$ cat src/rtl/rvfi_serializer_pkg.sv
// Shared types for the RVFI retirement serializer: retire entry layout,
// event kinds and FSM states.
package rvfi_serializer_pkg;

  localparam int XLEN = 32;

  typedef struct packed {
    logic [63:0]     order;
    logic [XLEN-1:0] pc;
    logic [31:0]     insn;
    logic            trap;
    logic            intr;
    logic [31:0]     mip;
  } retire_entry_t;

  localparam int ENTRY_W   = $bits(retire_entry_t);
  // Field positions inside a flattened entry, for logic that only needs a few fields.
  localparam int ORDER_LSB = ENTRY_W - 64;
  localparam int INTR_BIT  = 32;

  typedef enum logic {
    EV_STEP = 1'b0,
    EV_INTR = 1'b1
  } ev_kind_e;

  typedef enum logic {
    S_STEP      = 1'b0,
    S_INTR_DONE = 1'b1
  } state_e;

endpackage

$ cat src/rtl/rvfi_multi_push_fifo.sv
// In-order FIFO taking up to NRET compacted pushes per cycle and one pop.
// Occupancy resolves full/empty; the head is presented from storage with no added latency.
module rvfi_multi_push_fifo
  import rvfi_serializer_pkg::*;
#(
  parameter int NRET  = 2,
  parameter int DEPTH = 16,
  localparam int PTR_W = $clog2(DEPTH),
  localparam int CNT_W = PTR_W + 1
) (
  input  logic                          clk_i,
  input  logic                          rst_ni,
  input  logic                          push,
  input  logic [NRET-1:0]               lane_valid,
  input  logic [NRET-1:0][ENTRY_W-1:0]  lane_entry,
  input  logic                          pop,
  output logic [ENTRY_W-1:0]            head,
  output logic                          empty,
  output logic [CNT_W-1:0]              occupancy
);

  logic [ENTRY_W-1:0]           mem [DEPTH];
  logic [PTR_W-1:0]             wr_ptr, rd_ptr;
  logic [CNT_W-1:0]             occ, occ_nxt;
  logic [CNT_W-1:0]             push_cnt;
  logic [NRET-1:0][PTR_W-1:0]   wr_idx;

  // Each valid lane lands at wr_ptr plus the number of valid lanes below it,
  // so gaps in the lane mask collapse into consecutive slots.
  always_comb begin
    push_cnt = '0;
    wr_idx   = '0;
    for (int i = 0; i < NRET; i++) begin
      wr_idx[i] = wr_ptr + push_cnt[PTR_W-1:0];
      push_cnt  = push_cnt + CNT_W'(lane_valid[i]);
    end
  end

  always_comb begin
    occ_nxt = occ;
    if (push) occ_nxt = occ_nxt + push_cnt;
    if (pop)  occ_nxt = occ_nxt - CNT_W'(1);
  end

  always_ff @(posedge clk_i or negedge rst_ni) begin
    if (!rst_ni) begin
      wr_ptr <= '0;
      rd_ptr <= '0;
      occ    <= '0;
    end else begin
      occ <= occ_nxt;
      if (push) wr_ptr <= wr_ptr + push_cnt[PTR_W-1:0];
      if (pop)  rd_ptr <= rd_ptr + PTR_W'(1);
    end
  end

  always_ff @(posedge clk_i) begin
    for (int i = 0; i < NRET; i++)
      if (push && lane_valid[i]) mem[wr_idx[i]] <= lane_entry[i];
  end

  assign empty     = (occ == '0);
  assign occupancy = occ;
  assign head      = empty ? '0 : mem[rd_ptr];

endmodule

$ cat src/rtl/rvfi_retire_serializer.sv
// Buffers multi-lane RVFI retirements and issues them one event per handshake,
// splitting interrupt-tagged retirements into INTR then STEP, with order and overflow checks.
module rvfi_retire_serializer
  import rvfi_serializer_pkg::*;
#(
  parameter int NRET  = 2,
  parameter int DEPTH = 16,
  parameter int XLEN  = 32,
  localparam int CNT_W = $clog2(DEPTH) + 1
) (
  input  logic                          clk_i,
  input  logic                          rst_ni,
  input  logic [NRET-1:0]               in_valid_i,
  input  logic [NRET-1:0][ENTRY_W-1:0]  in_entry_i,
  output logic                          in_ready_o,
  output logic                          out_valid_o,
  output logic                          out_kind_o,
  output logic [ENTRY_W-1:0]            out_entry_o,
  input  logic                          out_ready_i,
  output logic [CNT_W-1:0]              occupancy_o,
  output logic                          order_err_o,
  output logic                          overflow_o
);

  if (XLEN != rvfi_serializer_pkg::XLEN) begin : g_bad_xlen
    $error("XLEN must match rvfi_serializer_pkg::XLEN");
  end
  if (NRET < 1 || NRET > 4 || DEPTH < 2 * NRET || (DEPTH & (DEPTH - 1)) != 0) begin : g_bad_cfg
    $error("unsupported NRET/DEPTH combination");
  end

  state_e             state, state_nxt;
  ev_kind_e           kind;
  logic               rdy_q;
  logic               push, pop, fire, empty;
  logic [ENTRY_W-1:0] head;
  logic [63:0]        head_order;
  logic               head_intr;
  logic [63:0]        exp_order;
  logic               order_err, overflow;

  // rdy_q keeps in_ready_o low while reset is held and for no longer.
  always_ff @(posedge clk_i or negedge rst_ni) begin
    if (!rst_ni) rdy_q <= 1'b0;
    else         rdy_q <= 1'b1;
  end

  assign in_ready_o = rdy_q && (occupancy_o <= CNT_W'(DEPTH - NRET));
  assign push       = in_ready_o && (|in_valid_i);

  rvfi_multi_push_fifo #(
    .NRET  (NRET),
    .DEPTH (DEPTH)
  ) u_fifo (
    .clk_i      (clk_i),
    .rst_ni     (rst_ni),
    .push       (push),
    .lane_valid (in_valid_i),
    .lane_entry (in_entry_i),
    .pop        (pop),
    .head       (head),
    .empty      (empty),
    .occupancy  (occupancy_o)
  );

  assign head_order = head[ENTRY_W-1:ORDER_LSB];
  assign head_intr  = head[INTR_BIT];

  assign out_valid_o = !empty;
  assign out_entry_o = head;
  assign out_kind_o  = kind;
  assign fire        = out_valid_o && out_ready_i;

  always_ff @(posedge clk_i or negedge rst_ni) begin
    if (!rst_ni) state <= S_STEP;
    else         state <= state_nxt;
  end

  // The INTR half of a split retirement leaves the head in place; only STEP pops.
  always_comb begin
    state_nxt = state;
    kind      = EV_STEP;
    pop       = 1'b0;
    if (out_valid_o && state == S_STEP && head_intr) kind = EV_INTR;
    if (fire) begin
      if (kind == EV_INTR) begin
        state_nxt = S_INTR_DONE;
      end else begin
        pop       = 1'b1;
        state_nxt = S_STEP;
      end
    end
  end

  // Expected order always resyncs to the popped entry so one gap is flagged once.
  always_ff @(posedge clk_i or negedge rst_ni) begin
    if (!rst_ni) begin
      exp_order <= '0;
      order_err <= 1'b0;
      overflow  <= 1'b0;
    end else begin
      if (pop) begin
        if (head_order != exp_order) order_err <= 1'b1;
        exp_order <= head_order + 64'd1;
      end
      if ((|in_valid_i) && !in_ready_o) overflow <= 1'b1;
    end
  end

  assign order_err_o = order_err;
  assign overflow_o  = overflow;

endmodule

$ cat config.mk
export PLATFORM = sky130hd
export DESIGN_NAME = rvfi_retire_serializer
export DESIGN_NICKNAME = d
export VERILOG_FILES = /design/src/rtl/rvfi_serializer_pkg.sv /design/src/rtl/rvfi_multi_push_fifo.sv /design/src/rtl/rvfi_retire_serializer.sv
export SDC_FILE = /design/constraint.sdc
export NUM_CORES = 2
export LEC_CHECK = 0
export CAP_MARGIN = 5
export CORE_MARGIN = 4
export CORE_UTILIZATION = 55
export DETAILED_ROUTE_END_ITERATION = 6
export GPL_TIMING_DRIVEN = 0
export PLACE_DENSITY_LB_ADDON = 0.25
export REMOVE_ABC_BUFFERS = 1
export SLEW_MARGIN = 20
export SYNTH_ARGS = -nofsm -noshare
export SYNTH_HDL_FRONTEND = slang
export SYNTH_SLANG_ARGS = --single-unit
$ cat constraint.sdc
create_clock -name clk_i -period 28.3 [get_ports clk_i]
set_input_delay 4.245 -clock clk_i [delete_from_list [all_inputs] [get_ports clk_i]]
set_output_delay 4.245 -clock clk_i [all_outputs]
set_load 0.02 [all_outputs]
==> reports/qor.yml <==
layout_common_cells: "mux2_2, edfxtp_1, mux4_2, clkdlybuf4s50_1, clkbuf_16"
cts_sinks: 2673
core_area_um2: 246600
r2r-start: "u_fifo.rd_ptr[3]"
ir_drop_v: 0.00006866
total_leakage_power_nw: 53.72
synthMuxAreaShare_pct: 33.68
synth_cell_types: 87
grt_pass1_vias: 83920
place_hpwl_mm: 284.3
synth_top_area_share_pct: 56.96
timing.fmax_mhz: 100.9
yosys_most_used_dff: "edfxtp_1"
yosysTopAreaCell: "edfxtp_1"
grt.overflow.total: 0
synth_fa_ha_area_share_pct: 0.1300
area_growth_pct: 18.49
power.density_nw_per_um2: 87.40
io_pins: 501
synth_edf_count: 2592
final_max_slew_viol_count: 0
grt.total_usage_pct: 33.60
period_needed_ns: 9.906
fin_cells: 12060
dp_slack_ns: 18.16
min_path_type: "flip-flop to flip-flop"
finalCritPeriodShare_pct: 35.00
place_congestion: 0.8926
ant_nets: 0
tightest_slew_ns: 1.194
die_area_um2: 256500
cts.path.max_buffers: 4
final_nets: 8814
met3_usage_pct: 8.824
post_cts_buffers: 0
placed_cells: 11480
fillers: 16550
status: "finished with violations"
reg2reg_depth: 14
worstPathArrival_ns: 5.66
fp.dieH_um: 506.5
drv_cap: 0
final_area_um2: 161900
hold_end: "overflow_o"
port_buffers: 500
slew_headroom_pct: 19.80
setup_viol: 0
ys_seq_area_share_pct: 58.44
final_layout_size_suffix_gt1_share_pct: 47.64
power_w: 0.01415
ys_top_cells_by_area: "edfxtp_1, mux2_2, mux4_2"
grt_pass1_wl_mm: 621.3
postCtsHoldBufs: 0
grt_busiest_layer: "met2"
synth_top_family_by_area: "multiplexers"
synth_compound_gate_area_share_pct: 1.894
hold_path_depth: 1
ys_warn_count: 0
cts_tree: "done"
path_clk_slew_ns: 0.06
die_w_um: 506.5
crit_path_start_kind: "flip-flop"
routed_wl_mm: 439.1
placed_area_um2: 152800
netlist_instances: 8110
initial_utilization_pct: 55.41
synth-xor-area-share_pct: 0.7627
ys_async_sr_fraction_pct: 3.030
syn_area_per_cell_um2: 16.85
rows: 182
grt_use_met2_pct: 51.31
ctsResizeCount: 0
root_buffer: "clkbuf_16"
synth-simple-area-share_pct: 2.122
clk_latency_ns: 0.93
wl_per_cell_um: 36.40
use_met1_pct: 46.20
critical_path_class: "flip-flop to primary output"
htreeDepth: 5
antenna_found_initial: 129
layout_commonest_cell: "mux2_2"
rsz0062_at_grt: "no"
regToRegSetupSlack_ns: 22.26
ys_ff_latch: 2673
cts_buffers: 301
reg2reg_to: "exp_order[38]"
critPathMaxFanout: 37
violations: "DRC"
dr.first_iter.drc_count: 11470
grt_max_degree: 79
endpoint_kind: "primary output"
syn_area_um2: 136700
hold_viol: 0
dr.pass1.iters: 7
min_from: "overflow_o"
required_ns: 24.05
skew_ns: 0.03754
setup_ws_ns: 18.39
vias: 83110
viasPerCell: 6.890
drc: 1
worst max-delay path: stages, from the launching register on:
cell             delay [ns]
dfrtp_4                0.72
buf_16                 0.29
buf_12                 0.27
buf_12                 0.27
buf_16                 0.28
buf_16                 0.31
buf_12                 0.28
buf_16                 0.28
mux4_2                 0.56
mux4_2                 0.48
and2_1                 0.23
clkdlybuf4s50_1        0.57
through the flow:
step / utilization (%) / TNS [ns] / hold slack (ns)
after floorplan: - / -264.87 / 0.4598
after global placement: 57.56 / - / 0.4592
after detailed placement: 61.97 / 0 / 0.4777
after CTS: 65.57 / 0 / 0.4906
after global routing: 65.62 / 0 / 0.5015
final: 65.66 / 0 / 0.4890
synthesized netlist by cell type (all sizes together) (6+ instances only):
cell / count
a22o: 6
nor4b: 6
nand2b: 9
a22oi: 68
buf: 155
o21ai: 102
a21oi: 28
and3: 11
a221o: 7
mux2: 2610
inv: 54
or2: 11
nand4b: 6
ha: 11
nor3: 19
a211oi: 8
mux2i: 256
o211ai: 6
xor2: 53
nor2b: 15
o21bai: 7
or3: 7
mux4: 623
xnor2: 66
dfrtp: 81
nor4: 17
nor2: 61
a21o: 7
a221oi: 55
nand2: 157
nand3: 59
nand4: 34
a31oi: 12
edfxtp: 2592
clkbuf: 710
o22ai: 10
and2: 112
cell families (layout without fill, tap and decap cells):
logic type | after synthesis | after routing
xor gates and xnor gates | 119 | 119
AOI/OAI and AO/OA | 353 | 353
adders and majority gates | 13 | 13
and+or+nand+nor | 543 | 543
muxes | 3489 | 3489
other | 1 | 78
DFF | 2673 | 2673
buffers and inverters | 919 | 1483
worst max-delay path by stage:
stage | start | endpoint | depth (start not counted)
floorplan | u_fifo.rd_ptr[0] | out_entry_o[100] | 4
global placement | in_valid_i[0] | u_fifo.mem[8][15] | 8
detailed placement | in_valid_i[0] | u_fifo.mem[8][43] | 15
CTS | u_fifo.rd_ptr[0] | out_entry_o[100] | 11
global route | u_fifo.rd_ptr[0] | out_entry_o[65] | 11
finish | u_fifo.rd_ptr[0] | out_entry_o[9] | 11
metal layers:
layer  part of all wire (%)  wire, µm
met5                   0.11       467
met2                     46    202800
met1                     38    165800
met3                     12     51420
met4                    4.2     18590
flip-flops by register name, indices dropped and copies added (netlist names):
name / flops
exp_order: 64
order_err_o: 1
overflow_o: 1
rdy_q: 1
state: 1
u_fifo.mem: 2592
u_fifo.occupancy: 5
u_fifo.rd_ptr: 4
u_fifo.wr_ptr: 4
report_power, final:
group          switching (W)  internal (W)
combinational        0.00319       0.00250
clock                0.00157       0.00210
sequential          0.000137       0.00465
layout make-up:
class | count | area (µm²) | share of cell area, %
Tap cell | 3312 | 4144 | 2.559
Clock inverter | 122 | 927.1 | 0.5726
Multi-Input combinational cell | 4518 | 53160 | 32.83
Clock buffer | 383 | 7955 | 4.913
Antenna cell | 77 | 192.7 | 0.1190
Inverter | 54 | 220.2 | 0.1360
Timing Repair Buffer | 924 | 15450 | 9.539
Sequential cell | 2673 | 79880 | 49.33
Power figures use the tool's default switching activity.
